## config.mk

```make
export PLATFORM = sky130hd
export DESIGN_NAME = jk_reg_arbiter_flat
export DESIGN_NICKNAME = d
export VERILOG_FILES = /design/src/rtl/jk_reg_arbiter_if.sv /design/src/rtl/jk_reg_arbiter.sv /design/src/flat_wrapper.sv
export SDC_FILE = /design/constraint.sdc
export NUM_CORES = 1
export LEC_CHECK = 0
export ABC_AREA = 1
export BUFFER_PORTS_ARGS = -buffer_cell sky130_fd_sc_hd__buf_2
export CAP_MARGIN = 20
export CORE_ASPECT_RATIO = 0.8
export CORE_MARGIN = 4
export CORE_UTILIZATION = 58
export CTS_CLUSTER_SIZE = 25
export DETAILED_ROUTE_END_ITERATION = 16
export GPL_TIMING_DRIVEN = 0
export PLACE_DENSITY = 0.84
export SYNTH_ARGS = -nofsm -noshare
export SYNTH_HDL_FRONTEND = slang
export SYNTH_SLANG_ARGS = --single-unit
```

## constraint.sdc

```tcl
create_clock -name clk -period 3.4 [get_ports clk]
set_input_delay 0.68 -clock clk [delete_from_list [all_inputs] [get_ports clk]]
set_output_delay 0.68 -clock clk [all_outputs]
set_load 0.03 [all_outputs]
```

## src/rtl/jk_reg_arbiter_if.sv

```systemverilog
// Request/response bundle for the shared JK register controller.
// Two requester command channels plus the register state and completion status.
interface jk_reg_arbiter_if #(
    parameter int unsigned WIDTH = 8
);
    logic             req0_valid;
    logic             req0_ready;
    logic [1:0]       req0_mode;
    logic [WIDTH-1:0] req0_a;
    logic [WIDTH-1:0] req0_b;

    logic             req1_valid;
    logic             req1_ready;
    logic [1:0]       req1_mode;
    logic [WIDTH-1:0] req1_a;
    logic [WIDTH-1:0] req1_b;

    logic [WIDTH-1:0] Q;
    logic [WIDTH-1:0] Qb;
    logic             busy;
    logic             done;
    logic             done_id;
    logic             err;

    modport slave (
        input  req0_valid, req0_mode, req0_a, req0_b,
        input  req1_valid, req1_mode, req1_a, req1_b,
        output req0_ready, req1_ready,
        output Q, Qb, busy, done, done_id, err
    );

    modport master (
        output req0_valid, req0_mode, req0_a, req0_b,
        output req1_valid, req1_mode, req1_a, req1_b,
        input  req0_ready, req1_ready,
        input  Q, Qb, busy, done, done_id, err
    );
endinterface

```

## src/rtl/jk_reg_arbiter.sv

```systemverilog
// Round-robin controller sharing a JK-flip-flop register between two requesters.
// Each command runs IDLE -> LOAD (J/K build) -> APPLY (Q update) -> RESP (done pulse).
module jk_reg_arbiter #(
    parameter int unsigned WIDTH = 8
) (
    input logic            clk,
    input logic            rst_n,
    jk_reg_arbiter_if.slave bus
);

    typedef enum logic [1:0] {
        IDLE  = 2'd0,
        LOAD  = 2'd1,
        APPLY = 2'd2,
        RESP  = 2'd3
    } state_e;

    localparam logic [1:0] MODE_D  = 2'b00;
    localparam logic [1:0] MODE_T  = 2'b01;
    localparam logic [1:0] MODE_SR = 2'b10;
    localparam logic [1:0] MODE_JK = 2'b11;

    state_e           state_q, state_d;
    logic [1:0]       mode_q, mode_d;
    logic [WIDTH-1:0] a_q, a_d;
    logic [WIDTH-1:0] b_q, b_d;
    logic             id_q, id_d;
    logic             last_grant_q, last_grant_d;
    logic [WIDTH-1:0] j_q, j_d;
    logic [WIDTH-1:0] k_q, k_d;
    logic             err_lat_q, err_lat_d;
    logic [WIDTH-1:0] q_q, q_d;
    logic [WIDTH-1:0] qb_q, qb_d;
    logic             busy_q, busy_d;
    logic             done_q, done_d;
    logic             done_id_q, done_id_d;
    logic             err_q, err_d;

    logic grant0_c, grant1_c;
    logic ready0_c, ready1_c;

    // Arbitration: a lone requester wins; on a tie the one not served last wins.
    always_comb begin
        grant0_c = bus.req0_valid && (!bus.req1_valid || last_grant_q);
        grant1_c = bus.req1_valid && (!bus.req0_valid || !last_grant_q);
        ready0_c = (state_q == IDLE) && grant0_c;
        ready1_c = (state_q == IDLE) && grant1_c;
    end

    assign bus.req0_ready = ready0_c;
    assign bus.req1_ready = ready1_c;

    always_comb begin
        state_d      = state_q;
        mode_d       = mode_q;
        a_d          = a_q;
        b_d          = b_q;
        id_d         = id_q;
        last_grant_d = last_grant_q;
        j_d          = j_q;
        k_d          = k_q;
        err_lat_d    = err_lat_q;
        q_d          = q_q;

        case (state_q)
            IDLE: begin
                if (ready0_c) begin
                    mode_d       = bus.req0_mode;
                    a_d          = bus.req0_a;
                    b_d          = bus.req0_b;
                    id_d         = 1'b0;
                    last_grant_d = 1'b0;
                    state_d      = LOAD;
                end else if (ready1_c) begin
                    mode_d       = bus.req1_mode;
                    a_d          = bus.req1_a;
                    b_d          = bus.req1_b;
                    id_d         = 1'b1;
                    last_grant_d = 1'b1;
                    state_d      = LOAD;
                end
            end
            LOAD: begin
                err_lat_d = 1'b0;
                case (mode_q)
                    MODE_D: begin
                        j_d = a_q;
                        k_d = ~a_q;
                    end
                    MODE_T: begin
                        j_d = a_q;
                        k_d = a_q;
                    end
                    // S=R=1 bits fall out as J=K=0, i.e. hold.
                    MODE_SR: begin
                        j_d       = a_q & ~b_q;
                        k_d       = b_q & ~a_q;
                        err_lat_d = |(a_q & b_q);
                    end
                    MODE_JK: begin
                        j_d = a_q;
                        k_d = b_q;
                    end
                    default: begin
                        j_d = '0;
                        k_d = '0;
                    end
                endcase
                state_d = APPLY;
            end
            APPLY: begin
                q_d     = (j_q & ~q_q) | (~k_q & q_q);
                state_d = RESP;
            end
            RESP: begin
                state_d = IDLE;
            end
            default: begin
                state_d = IDLE;
            end
        endcase

        qb_d      = ~q_d;
        busy_d    = (state_d != IDLE);
        done_d    = (state_d == RESP);
        done_id_d = (state_d == RESP) ? id_q : done_id_q;
        err_d     = (state_d == RESP) ? err_lat_q : 1'b0;
    end

    always_ff @(posedge clk or negedge rst_n) begin
        if (!rst_n) begin
            state_q      <= IDLE;
            mode_q       <= 2'b00;
            a_q          <= '0;
            b_q          <= '0;
            id_q         <= 1'b0;
            last_grant_q <= 1'b1;
            j_q          <= '0;
            k_q          <= '0;
            err_lat_q    <= 1'b0;
            q_q          <= '0;
            qb_q         <= '1;
            busy_q       <= 1'b0;
            done_q       <= 1'b0;
            done_id_q    <= 1'b0;
            err_q        <= 1'b0;
        end else begin
            state_q      <= state_d;
            mode_q       <= mode_d;
            a_q          <= a_d;
            b_q          <= b_d;
            id_q         <= id_d;
            last_grant_q <= last_grant_d;
            j_q          <= j_d;
            k_q          <= k_d;
            err_lat_q    <= err_lat_d;
            q_q          <= q_d;
            qb_q         <= qb_d;
            busy_q       <= busy_d;
            done_q       <= done_d;
            done_id_q    <= done_id_d;
            err_q        <= err_d;
        end
    end

    assign bus.Q       = q_q;
    assign bus.Qb      = qb_q;
    assign bus.busy    = busy_q;
    assign bus.done    = done_q;
    assign bus.done_id = done_id_q;
    assign bus.err     = err_q;

endmodule

```

## src/flat_wrapper.sv

```systemverilog
// flat-port wrapper written by rule: the top's interface ports become plain ports
module jk_reg_arbiter_flat 
#(
    parameter int unsigned WIDTH = 8
)
  (clk, rst_n, bus_req0_valid, bus_req0_mode, bus_req0_a, bus_req0_b, bus_req1_valid, bus_req1_mode, bus_req1_a, bus_req1_b, bus_req0_ready, bus_req1_ready, bus_Q, bus_Qb, bus_busy, bus_done, bus_done_id, bus_err);
  jk_reg_arbiter_if #(.WIDTH(WIDTH)) bus_i ();
  input logic clk;
  input logic rst_n;
  input wire logic [$bits(bus_i.req0_valid)-1:0] bus_req0_valid;
  input wire logic [$bits(bus_i.req0_mode)-1:0] bus_req0_mode;
  input wire logic [$bits(bus_i.req0_a)-1:0] bus_req0_a;
  input wire logic [$bits(bus_i.req0_b)-1:0] bus_req0_b;
  input wire logic [$bits(bus_i.req1_valid)-1:0] bus_req1_valid;
  input wire logic [$bits(bus_i.req1_mode)-1:0] bus_req1_mode;
  input wire logic [$bits(bus_i.req1_a)-1:0] bus_req1_a;
  input wire logic [$bits(bus_i.req1_b)-1:0] bus_req1_b;
  output wire logic [$bits(bus_i.req0_ready)-1:0] bus_req0_ready;
  output wire logic [$bits(bus_i.req1_ready)-1:0] bus_req1_ready;
  output wire logic [$bits(bus_i.Q)-1:0] bus_Q;
  output wire logic [$bits(bus_i.Qb)-1:0] bus_Qb;
  output wire logic [$bits(bus_i.busy)-1:0] bus_busy;
  output wire logic [$bits(bus_i.done)-1:0] bus_done;
  output wire logic [$bits(bus_i.done_id)-1:0] bus_done_id;
  output wire logic [$bits(bus_i.err)-1:0] bus_err;
  assign bus_i.req0_valid = bus_req0_valid;
  assign bus_i.req0_mode = bus_req0_mode;
  assign bus_i.req0_a = bus_req0_a;
  assign bus_i.req0_b = bus_req0_b;
  assign bus_i.req1_valid = bus_req1_valid;
  assign bus_i.req1_mode = bus_req1_mode;
  assign bus_i.req1_a = bus_req1_a;
  assign bus_i.req1_b = bus_req1_b;
  assign bus_req0_ready = bus_i.req0_ready;
  assign bus_req1_ready = bus_i.req1_ready;
  assign bus_Q = bus_i.Q;
  assign bus_Qb = bus_i.Qb;
  assign bus_busy = bus_i.busy;
  assign bus_done = bus_i.done;
  assign bus_done_id = bus_i.done_id;
  assign bus_err = bus_i.err;
  jk_reg_arbiter #(.WIDTH(WIDTH)) u_core (.clk(clk), .rst_n(rst_n), .bus(bus_i));
endmodule
```

**Word-level counts from Yosys, hierarchy flattened**

Index checks and enable logic that the tools add are counted.

- Bitwise operators: 11
- Reductions and logical operators: 16
- Mux-type cells: 16
- Equal/unequal tests: 7

Operators with widths:

| operator | number |
|---|---|
| $and 8x8->8 | 5 |
| $mux 8 | 5 |
| $not 8->8 | 5 |
| $pmux 8 s4 | 1 |
| $pmux 8 s2 | 1 |
| $eq 2x2->1 const B | 5 |
| $mux 2 | 4 |
| $or 8x8->8 | 1 |
| $pmux 2 s4 | 1 |
| $reduce_or 8->1 | 1 |
| $eq 2x1->1 const B | 2 |
| $logic_and 1x1->1 | 4 |
| $logic_not 2->1 | 2 |
| $mux 1 | 4 |
| $reduce_bool 2->1 | 2 |
| $logic_not 1->1 | 3 |
| $reduce_or 3->1 | 1 |
| $logic_or 1x1->1 | 2 |
| $reduce_and 2->1 | 1 |

- Bits of input ports: 40
- Register bits: 59

**Longest topological paths before layout**

- Depth after elaboration: 9
- Mapped depth: 9
- Mapped depth without buffers: 8

**Worst setup path before layout**

Ideal clock, no wire load.

- Kind: input -> output
- Start point: in bus_req0_valid
- End point: out bus_req0_ready
- Stages on the path: 5
- Arrival time: 1,234 ps
- Required time: 2,720 ps
- Slack: 1,486 ps
- Path through: nand2_2 clkinv_4 nand2_8 buf_8 inv_1

- Cells in the longest elaborated chain, start to end: 2

Ends and longest elaborated chain:

| item | RTL line | text |
|---|---|---|
| from (decl) | flat_wrapper.sv:10 | `input wire logic [$bits(bus_i.req0_valid)-1:0] bus_req0_valid;` |
| $logic_and 1x1->1 | jk_reg_arbiter.sv:44 | `grant0_c = bus.req0_valid && (!bus.req1_valid \|\| last_grant_q);` |
| $logic_and 1x1->1 | jk_reg_arbiter.sv:46 | `ready0_c = (state_q == IDLE) && grant0_c;` |
| to (decl) | flat_wrapper.sv:18 | `output wire logic [$bits(bus_i.req0_ready)-1:0] bus_req0_ready;` |

No other way between the ends.

**Final worst setup path**

- Start point: reg u_core.state_q[0]
- End point: out bus_req0_ready

- Cells in the longest elaborated chain, start to end: 2

Ends and longest elaborated chain:

| item | RTL line | text |
|---|---|---|
| from (decl) | jk_reg_arbiter.sv:23 | `state_e state_q, state_d;` |
| from (signal assigned) | jk_reg_arbiter.sv:148 | `state_q <= state_d;` |
| $logic_not 2->1 | jk_reg_arbiter.sv:46 |  |
| $logic_and 1x1->1 | jk_reg_arbiter.sv:46 |  |

No other way between the ends.

==> impl_results.md <==
* Number of I/O port buffers at 61
* Synthesized netlist cell count at 347
* Io pins at 62
* Data arrival at the endpoint of the critical path at 1750 ps
* Final wirelength at 6040 um
* Area added between synthesis and finish at 21.0%
* Biggest area consumer among synthesized cells: sky130_fd_sc_hd__dfrtp_1
* Number of distinct library cell variants in the gate-level netlist after synthesis at 22
* Comb power frac at 44.2%
* Leakage power total at 0.00191 uW
* Count of flip-flops with a built-in enable after synthesis at 0
* Maximum capacitance violations at 0
* Layout cell share with drive strength beyond 1 at 25.2%
* CTS H-tree lvls at 3
* Status: finished clean
* Number of endpoints failing setup at the final stage at 0
* Top achievable clock speed at 412 MHz
* Hold/Removal Path Class: input pin to async pin
* Top post-synthesis cells by count: sky130_fd_sc_hd__nand2_1, sky130_fd_sc_hd__inv_1, sky130_fd_sc_hd__dfrtp_1, sky130_fd_sc_hd__o21ai_0, sky130_fd_sc_hd__nand3_1
* # rows at 22
* Half-perimeter wire length after placement at 4640 um
* Synthesized area at 2870 um^2
* CTS Root Cell: sky130_fd_sc_hd__clkbuf_8
* Clock tree from TritonCTS: built
* Startpoint type of the worst setup path: flip-flop
* Global-route wire length before repair at 10700 um
* Minimum period implied by the final worst setup slack at 2430 ps
* Total number of yosys warnings at 0
* Setup repair after global routing missed its margin: no
* Maximum buffer depth of the clock tree at 2
* Clock Skew at 8.52 ps
* Transition time at the pin with the least slew margin at 804 ps
* Share of synthesized flip-flops with an asynchronous set or reset at 100%
* Total die area at 6140 um^2
* Switch share at 43.1%
* Number of antenna cells inserted at 0
* Final weighted congestion of routability-driven global placement at 0.848
* Area of the core at 4680 um^2
* Largest net degree at the start of global routing at 37
* Layout net count at 464
* Post-CTS setup buffer count at 0
* Dominant cells by area after synthesis: sky130_fd_sc_hd__dfrtp_1, sky130_fd_sc_hd__nand2_1, sky130_fd_sc_hd__dfstp_2
* Post-Place Worst Slack at 1270 ps
* Worst slew margin relative to its limit at 46.4%
* Post-route setup TNS at 0 ps
* TritonCTS sink count at 59
* Share of Yosys cell area claimed by the top area cell type at 43.7%
* Power share of the sequential group at 37.7%
* Number of antenna violations at the first check in global routing at 0
* Share of the clock period used by the worst path after layout at 71.4%
* Routed len/inst at 12.4 um
* Top-count cell post-synth: sky130_fd_sc_hd__nand2_1
* FILL cells at 363
* Number of iterations in the first detailed-routing pass at 4
* Total power of the final layout at 3400 uW
* Final Worst Setup Slack at 972 ps
* Vias in the first global route at 2364
* Crit. End Element: output pin
* Cell-internal power at 1930 uW
* Switching power of the nets at 1470 uW
* DRC violation total after the first TritonRoute iteration at 130
* Synth Net Count at 391
* Number of antenna-violating nets in the routed design at 0
* Highest ir drop seen on vdd at 0.585 mV
* Relative contribution of the clock network to total power at 18.1%
* Post-layout util at 74.1%
* Horiz. Die Dim at 86.6 um
* Final Hold Vio Count at 0
* GRT Resource Usage Total at 22.5%
* Via total after detailed routing at 2381
* Initial standard-cell utilization of the core at 61.2%
* Count of instances resized after the clock tree is built at 0
* Critical Setup Path Class: flip-flop to output pin
* Ratio of routed vias to standard cells at 4.91
* Number of hold-repair buffers added at the cts stage at 0
* Maximum fanout along the worst path at 10
* Power Dens Cells at 981 nW/um^2
* Clock-pin transition on the worst setup and hold timing paths at 70 ps
* Post-synthesis average cell area at 8.26 um^2
* Dominant synthesized flop cell: sky130_fd_sc_hd__dfrtp_1
* Max-slew violation total from the final report at 0
* Number of design rule violations left after detail routing at 0
* Required time at the endpoint of the critical path at 2720 ps
* Insertion delay to the later sink of the worst-skew pair at 340 ps
* Fin Hold WS at 426 ps
* Global-route congestion overflow total at 0
* FF+latch count, synth at 59
* Register area share after synthesis at 51.9%
* Die extent in y at 70.9 um
* TritonCTS Buffers at 9
==> final timing paths <==
kind                                         from             endpoint  slack, ps  cells after the start
worst max register to register  u_core.state_q[0]        u_core.a_q[0]       1930                      9
worst max-delay path            u_core.state_q[0]       bus_req0_ready        970                      8
min in group clk                 u_core.err_lat_q       u_core.bus.err        470                      2
max in group asynchronous                   rst_n  u_core.last_grant_q       2300                      2
worst min-delay path                        rst_n      u_core.bus.Q[0]        430                      1
worst min register to register   u_core.err_lat_q       u_core.bus.err        470                      2
==> critical path: stages, from the launching register on <==
cell	delay (ps)
sky130_fd_sc_hd__dfrtp_1	380
sky130_fd_sc_hd__inv_1	130
sky130_fd_sc_hd__ha_1	240
sky130_fd_sc_hd__nand2_2	100
sky130_fd_sc_hd__clkinv_4	110
sky130_fd_sc_hd__nand2_8	80
sky130_fd_sc_hd__buf_8	140
sky130_fd_sc_hd__inv_1	40
sky130_fd_sc_hd__buf_2	180
==> layer usage <==
layer / vias to the layer above / global-route usage, % / wire, um
li1: 1227 / - / -
met1: 1055 / 28.6 / 2740
met2: 88 / 35.7 / 2740
met3: 11 / 5.94 / 430
met4: 0 / 10.9 / 132
met5: - / 0 / 0
==> state kept, by name (all words and copies together) (netlist names), 2 cells and up <==
name and flops:
u_core.bus.Qb 8, u_core.mode_q 2, u_core.bus.Q 8, u_core.j_q 8, u_core.state_q 2, u_core.a_q 8
u_core.k_q 8, u_core.b_q 8
==> power groups by stage <==
stage / clock network (uW) / logic [uW] / registers, uW
2_1_floorplan: 0 / 912 / 1460
3_3_place_gp: 0 / 1430 / 1270
3_5_place_dp: 0 / 1510 / 1290
4_1_cts: 626 / 1520 / 1280
5_1_grt: 656 / 1720 / 1320
6_report: 616 / 1510 / 1280
==> placed cells by master, fill, tap and decap left out <==
cell type,n
sky130_fd_sc_hd__nand2_1,113
sky130_fd_sc_hd__buf_2,63
sky130_fd_sc_hd__inv_1,53
sky130_fd_sc_hd__dfrtp_1,50
sky130_fd_sc_hd__o21ai_0,29
sky130_fd_sc_hd__nand3_1,26
sky130_fd_sc_hd__nand3b_1,18
sky130_fd_sc_hd__nor2_1,11
sky130_fd_sc_hd__clkbuf_8,10
sky130_fd_sc_hd__o22ai_1,9
sky130_fd_sc_hd__dfstp_2,9
sky130_fd_sc_hd__buf_4,4
sky130_fd_sc_hd__inv_2,4
sky130_fd_sc_hd__buf_6,4
sky130_fd_sc_hd__ha_1,4
sky130_fd_sc_hd__nand2_2,3
sky130_fd_sc_hd__clkinv_2,3
sky130_fd_sc_hd__o21ai_1,2
sky130_fd_sc_hd__o31ai_1,1
sky130_fd_sc_hd__clkinv_4,1
sky130_fd_sc_hd__nand2_4,1
sky130_fd_sc_hd__nand2_8,1
sky130_fd_sc_hd__buf_8,1
sky130_fd_sc_hd__a21oi_1,1
sky130_fd_sc_hd__clkinvlp_4,1
sky130_fd_sc_hd__clkbuf_1,1
sky130_fd_sc_hd__bufinv_16,1
sky130_fd_sc_hd__buf_16,1
==> cells by family (layout without fill, tap and decap cells) <==
kind of cell	count (synthesis)	after routing	share of synthesized area, %
flip-flops	59	59	51.9
AO/OA/AOI/OAI	42	42	7.82
adder cells (fa/ha/maj)	4	4	1.75
buffers and inverters	69	147	11.3
AND/OR/NAND/NOR	173	173	27.2
==> layout make-up <==
type / instances / area [um^2] / share of cell area [%]
Buffer: 11 / 100 / 2.89
Multi-Input combinational cell: 219 / 1050 / 30.4
Clock inverter: 5 / 52.6 / 1.52
Timing Repair Buffer: 62 / 333 / 9.60
Inverter: 58 / 223 / 6.42
Sequential cell: 59 / 1490 / 42.9
Clock buffer: 11 / 141 / 4.08
Tap cell: 60 / 75.1 / 2.17
==> stage by stage <==
step,std cells,instance area [um^2]
3_3_place_gp,468,3250
6_report,485,3470
4_1_cts,485,3470
3_5_place_dp,469,3270
2_1_floorplan,347,2870
5_1_grt,485,3470
No activity file was read; power rests on OpenSTA's default activity.
